==> config.mk <==
export PLATFORM = sky130hd
export DESIGN_NAME = alu_seq_ctrl
export DESIGN_NICKNAME = d
export VERILOG_FILES = /design/src/rtl/alu_seq_ctrl.sv
export SDC_FILE = /design/constraint.sdc
export NUM_CORES = 1
export LEC_CHECK = 0
export BUFFER_PORTS_ARGS = -buffer_cell sky130_fd_sc_hd__buf_2
export CAP_MARGIN = 20
export CORE_MARGIN = 1
export CORE_UTILIZATION = 49
export CTS_BUF_LIST = sky130_fd_sc_hd__clkbuf_8
export CTS_CLUSTER_DIAMETER = 100
export DETAILED_ROUTE_END_ITERATION = 8
export PLACE_DENSITY = 0.84
export SLEW_MARGIN = 0
export SYNTH_ARGS = -nofsm -noshare
export SYNTH_HDL_FRONTEND = slang
export SYNTH_SLANG_ARGS = --single-unit
export TNS_END_PERCENT = 5
==> constraint.sdc <==
create_clock -name clk -period 1.7 [get_ports clk]
set_input_delay 0.085 -clock clk [delete_from_list [all_inputs] [get_ports clk]]
set_output_delay 0.085 -clock clk [all_outputs]
set_load 0.1 [all_outputs]
==> src/rtl/alu_seq_ctrl.sv <==
// alu_seq_ctrl: sequences two-word add/sub/compare and multi-cycle shifts over an external single-word ALU
module alu_seq_ctrl #(
  parameter int         WIDTH  = 8,
  parameter logic [3:0] OP_ADD = 4'h0,
  parameter logic [3:0] OP_ADC = 4'h1,
  parameter logic [3:0] OP_SUB = 4'h2,
  parameter logic [3:0] OP_SBC = 4'h3,
  parameter logic [3:0] OP_LSL = 4'h8,
  parameter logic [3:0] OP_LSR = 4'h9
) (
  input  logic                 clk,
  input  logic                 rst_n,
  input  logic                 start,
  input  logic [2:0]           cmd,
  input  logic [2*WIDTH-1:0]   op_a,
  input  logic [2*WIDTH-1:0]   op_b,
  input  logic [3:0]           shamt,
  output logic                 busy,
  output logic                 done,
  output logic                 err,
  output logic [2*WIDTH-1:0]   result,
  output logic                 flag_c,
  output logic                 flag_z,
  output logic [3:0]           alu_oper,
  output logic [WIDTH-1:0]     alu_a,
  output logic [WIDTH-1:0]     alu_b,
  output logic                 alu_c_in,
  input  logic [WIDTH-1:0]     alu_out,
  input  logic                 alu_c_out,
  input  logic                 alu_z_out
);
  typedef enum logic [1:0] {IDLE, LO, HI, SHIFT} state_t;
  state_t             state_q;
  logic [2:0]         cmd_q;
  logic [2*WIDTH-1:0] op_a_q, op_b_q, result_q;
  logic [3:0]         shamt_q, cnt_q;
  logic [WIDTH-1:0]   lo_q;
  logic               c_q, z_lo_q, first_q, done_q, err_q, flag_c_q, flag_z_q;
  logic               sub, lsl, valid, to_shift;
  // ALU drive is a pure decode of the registered state so the ALU answers within the same cycle
  always_comb begin
    sub      = cmd_q != 3'b000;
    lsl      = cmd_q == 3'b011;
    valid    = cmd <= 3'b100;
    to_shift = cmd == 3'b011 || cmd == 3'b100;
    alu_oper = state_q == LO ? (sub ? OP_SUB : OP_ADD) :
               state_q == HI ? (sub ? OP_SBC : OP_ADC) :
               state_q == SHIFT ? (lsl ? OP_LSL : OP_LSR) : OP_ADD;
    alu_a    = state_q == LO ? op_a_q[WIDTH-1:0] :
               state_q == HI ? op_a_q[2*WIDTH-1:WIDTH] :
               state_q == SHIFT ? (first_q ? op_a_q[WIDTH-1:0] : lo_q) : '0;
    alu_b    = state_q == LO ? op_b_q[WIDTH-1:0] :
               state_q == HI ? op_b_q[2*WIDTH-1:WIDTH] : '0;
    alu_c_in = state_q == HI && c_q;
    busy     = state_q != IDLE;
    done     = done_q;
    err      = err_q;
    result   = result_q;
    flag_c   = flag_c_q;
    flag_z   = flag_z_q;
  end
  // Command FSM; lo_q doubles as the low-word result and the running shift value
  always_ff @(posedge clk or negedge rst_n) begin
    if (!rst_n) begin
      state_q  <= IDLE;
      cmd_q    <= '0;
      op_a_q   <= '0;
      op_b_q   <= '0;
      shamt_q  <= '0;
      cnt_q    <= '0;
      lo_q     <= '0;
      c_q      <= 1'b0;
      z_lo_q   <= 1'b0;
      first_q  <= 1'b0;
      done_q   <= 1'b0;
      err_q    <= 1'b0;
      result_q <= '0;
      flag_c_q <= 1'b0;
      flag_z_q <= 1'b0;
    end else begin
      done_q <= 1'b0;
      err_q  <= 1'b0;
      case (state_q)
        IDLE: if (start) begin
          if (!valid) begin
            err_q  <= 1'b1;
            done_q <= 1'b1;
          end else begin
            cmd_q   <= cmd;
            op_a_q  <= op_a;
            op_b_q  <= op_b;
            shamt_q <= shamt;
            cnt_q   <= shamt == 4'd0 ? 4'd0 : shamt - 4'd1;
            first_q <= 1'b1;
            state_q <= to_shift ? SHIFT : LO;
          end
        end
        LO: begin
          lo_q    <= alu_out;
          c_q     <= alu_c_out;
          z_lo_q  <= alu_z_out;
          state_q <= HI;
        end
        HI: begin
          flag_c_q <= alu_c_out;
          flag_z_q <= z_lo_q & alu_z_out;
          if (cmd_q != 3'b010) result_q <= {alu_out, lo_q};
          done_q   <= 1'b1;
          state_q  <= IDLE;
        end
        SHIFT: begin
          first_q <= 1'b0;
          lo_q    <= alu_out;
          cnt_q   <= cnt_q - 4'd1;
          if (cnt_q == 4'd0) begin
            done_q  <= 1'b1;
            state_q <= IDLE;
            if (shamt_q == 4'd0) begin
              result_q <= {{WIDTH{1'b0}}, op_a_q[WIDTH-1:0]};
              flag_z_q <= op_a_q[WIDTH-1:0] == '0;
            end else begin
              result_q <= {{WIDTH{1'b0}}, alu_out};
              flag_c_q <= alu_c_out;
              flag_z_q <= alu_z_out;
            end
          end
        end
        default: state_q <= IDLE;
      endcase
    end
  end
endmodule

==> flow_summary.rst <==
.. list-table::
   :header-rows: 1

   * - Metric
     - Value
   * - Outcome
     - finished, violations left
   * - Violations in the final reports
     - negative setup slack
   * - Die outline width
     - 87.3 um
   * - Cell count after synthesis
     - 372
   * - Mapped Avg Cell Area
     - 9.58 um2
   * - Unrepaired setup endpoints after global routing
     - yes
   * - Number of clock sinks seen by CTS
     - 76
   * - Leading cell types in the layout, fill and taps excluded
     - sky130_fd_sc_hd__nand2_1, sky130_fd_sc_hd__dfrtp_1, sky130_fd_sc_hd__buf_2
   * - Crit path cell chain
     - inv_4 -> buf_6 -> a22o_1 -> a22o_4 -> buf_12
   * - Via count of the first global-routing pass
     - 3611
   * - Count of nets left with antenna violations after detail routing
     - 0
   * - Finished Core Util
     - 78.5%
   * - Post-synthesis instance area
     - 3560 um2
   * - Hpwl dp
     - 6590 um
   * - Area of the core
     - 6910 um2
   * - Largest fanout on the critical path
     - 8
   * - Setup TNS
     - -1.22 ns
   * - Worst endpoint data arrival time
     - 1.71 ns
   * - Root cell of the clock tree
     - sky130_fd_sc_hd__clkbuf_8
   * - Total Routing Usage GR
     - 31.9%
   * - Final-layout worst hold slack
     - 0.00443 ns
   * - Number of detailed-routing iterations run before antenna repair
     - 6
   * - Register area
     - 1900 um2
   * - Count of cell types in the netlist
     - 38
   * - Die Y-Extent
     - 87.3 um
   * - Fraction of registers with async set or reset after synthesis
     - 100%
   * - Number of enable-type register cells in the synthesized netlist
     - 0
   * - Maximum number of pins on one net before global-route repair
     - 43
   * - Signed area change from the synthesized netlist to the final layout
     - 52.2%
   * - Total Wirelength
     - 13100 um
   * - Max-slew violation count
     - 0
   * - Fraction of layout instances using a drive strength above 1
     - 33.5%
   * - CTS tree
     - done
   * - Global-route wire length before repair
     - 17800 um
   * - Vias
     - 3812
   * - Number of DRC violations after detailed-routing iteration 0
     - 463
   * - Type of destination of the critical path
     - primary output
   * - Clock latency of the later-clocked register in the worst-skew pair
     - 0.37 ns
   * - Count of unresolved DRC violations after routing
     - 0
   * - Worst Setup Path Type
     - flip-flop to primary output
   * - Weighted congestion reported at the end of routability-driven placement
     - 0.881
   * - Starting density of the core
     - 51.6%
   * - Placement Rows
     - 30
   * - Clk slew on worst S/H paths
     - 0.08 ns
   * - Count of inserted antenna diode cells
     - 0
   * - Remaining global-route overflow
     - 0
   * - CTS H-tree lvls
     - 3
   * - Die ar.
     - 7610 um2
   * - Most common library cell in the layout ignoring fill and taps
     - sky130_fd_sc_hd__nand2_1
   * - Final number of setup-violating endpoints
     - 31
   * - Clock tree buffer depth
     - 2
   * - Area used by multi-input combinational logic
     - 1630 um2
   * - IO Pins
     - 94
   * - Post-Synthesis Net Count
     - 425
   * - Period Utilization, post-route
     - 106%
   * - Startpoint class of the critical path
     - flip-flop
   * - Final hold violation count
     - 0
   * - Most used DFF post-synth
     - sky130_fd_sc_hd__dfrtp_1
   * - Worst clock skew
     - 0.0130 ns
   * - Critical-path top delay cell
     - sky130_fd_sc_hd__dfrtp_2
   * - Final net count
     - 580
   * - Max cap viols
     - 0
   * - Number of buffers inserted during clock tree synthesis
     - 9
   * - Ys Warns
     - 0
   * - Avg Vias per Cell
     - 6.07
   * - Required time of the worst setup path
     - 1.62 ns
   * - Post-synthesis sequential area ratio
     - 53.4%
   * - Port Buf Inserts
     - 92
   * - Fill cell count
     - 405
   * - Initial antenna violation count
     - 0
   * - Highest clock rate
     - 557 MHz
   * - Fin crit period
     - 1.79 ns
   * - Routed wirelength normalized by instance count
     - 20.8 um
   * - Worst path max stage delay
     - 0.46 ns
   * - Worst min-delay path class
     - input pin to flip-flop
   * - Post-synthesis sequential element count
     - 76
   * - Final Worst Setup Slack
     - -0.0941 ns
-- worst max-delay path, delay by kind of cell (launching register included) --
family	cells	cell delay, ns
AOI/OAI and AO/OA	2	0.48
DFF	1	0.46
buffers and inverters	3	0.41
-- stage by stage --
stage / instance area, um2 / cells / setup slack, ns
floorplan: 3560 / 372 / -0.256
global placement: 4510 / 557 / 0.0693
detailed placement: 4510 / 557 / -0.0372
CTS: 5230 / 624 / -0.0650
global route: 5420 / 628 / -0.111
finish: 5420 / 628 / -0.0941
-- cell usage after synthesis, types with 2 or more instances --
| library cell | number | area (um2) |
|---|---|---|
| sky130_fd_sc_hd__a211oi_1 | 9 | 67.6 |
| sky130_fd_sc_hd__a21o_1 | 8 | 60.1 |
| sky130_fd_sc_hd__a21oi_1 | 4 | 20.0 |
| sky130_fd_sc_hd__a22o_1 | 22 | 193 |
| sky130_fd_sc_hd__and2_1 | 2 | 12.5 |
| sky130_fd_sc_hd__buf_2 | 7 | 35.0 |
| sky130_fd_sc_hd__buf_4 | 9 | 67.6 |
| sky130_fd_sc_hd__buf_6 | 3 | 33.8 |
| sky130_fd_sc_hd__clkbuf_1 | 6 | 22.5 |
| sky130_fd_sc_hd__dfrtp_1 | 76 | 1900 |
| sky130_fd_sc_hd__inv_1 | 6 | 22.5 |
| sky130_fd_sc_hd__mux2_2 | 11 | 124 |
| sky130_fd_sc_hd__mux2i_1 | 12 | 120 |
| sky130_fd_sc_hd__nand2_1 | 137 | 514 |
| sky130_fd_sc_hd__nor2_1 | 14 | 52.6 |
| sky130_fd_sc_hd__nor2b_1 | 3 | 18.8 |
| sky130_fd_sc_hd__nor3_1 | 2 | 10.0 |
| sky130_fd_sc_hd__nor3b_1 | 2 | 15.0 |
| sky130_fd_sc_hd__nor4_1 | 3 | 18.8 |
| sky130_fd_sc_hd__o21ai_0 | 16 | 80.1 |
| sky130_fd_sc_hd__o2bb2ai_1 | 2 | 17.5 |
| sky130_fd_sc_hd__or2_2 | 2 | 12.5 |
-- kinds of logic (layout without fill, tap and decap cells) --
logic type	after synthesis	in the layout	share of synthesized area (%)
buffers and inverters	31	191	5.09
xor gates and xnor gates	1	1	0.246
AOI/OAI and AO/OA	67	67	13.8
adders and majority gates	1	1	0.351
DFF	76	76	53.4
and+or+nand+nor	172	172	20.2
other	1	1	0.105
muxes	23	23	6.85
-- sequential cells by signal, summed over array words and instances (netlist names) --
register / count
flag_c: 1
state_q: 2
c_q: 1
lo_q: 8
shamt_q: 4
first_q: 1
op_b_q: 16
z_lo_q: 1
done: 1
err: 1
result: 16
flag_z: 1
cmd_q: 3
op_a_q: 16
cnt_q: 4
-- timing repair --
item | in CTS | in global routing
hold buffers | 49 | 0
resized for setup | 12 | 37
endpoints found under the setup margin | 21 | 76
pin swaps | 11 | 1
endpoints found under the hold margin | 85 | 0
buffers inserted | 2 | 3
gates cloned | 0 | 1
-- final timing paths --
check	cells after the start	end	startpoint	slack, ns
min reg2reg	1	result[1]	result[1]	0.48
min	3	result[14]	alu_out[6]	0.004
max in group asynchronous	3	cmd_q[0]	rst_n	0.87
max	5	alu_a[1]	state_q[0]	-0.09
min in group asynchronous	2	result[11]	rst_n	0.21
max reg2reg	8	result[0]	cnt_q[1]	-0.07
-- cell type report --
| class | count | share of cell area (%) |
|---|---|---|
| multi-input cells | 265 | 30.1 |
| well taps | 96 | 2.22 |
| clock buffers | 10 | 2.54 |
| inverters | 6 | 0.508 |
| repair buffers | 169 | 29.0 |
| clock inverters | 6 | 0.577 |
| flip-flops and latches | 76 | 35.1 |
-- layer usage --
metal | share of wire (%) | global-route usage [%]
met1 | 37 | 37.8
met2 | 47 | 52.3
met3 | 9.9 | 7.58
met4 | 6.3 | 20.4
met5 | 0 | 0
Power is not shown: default switching activity piles up to over one toggle a cycle in this logic, so the estimate is an artifact.
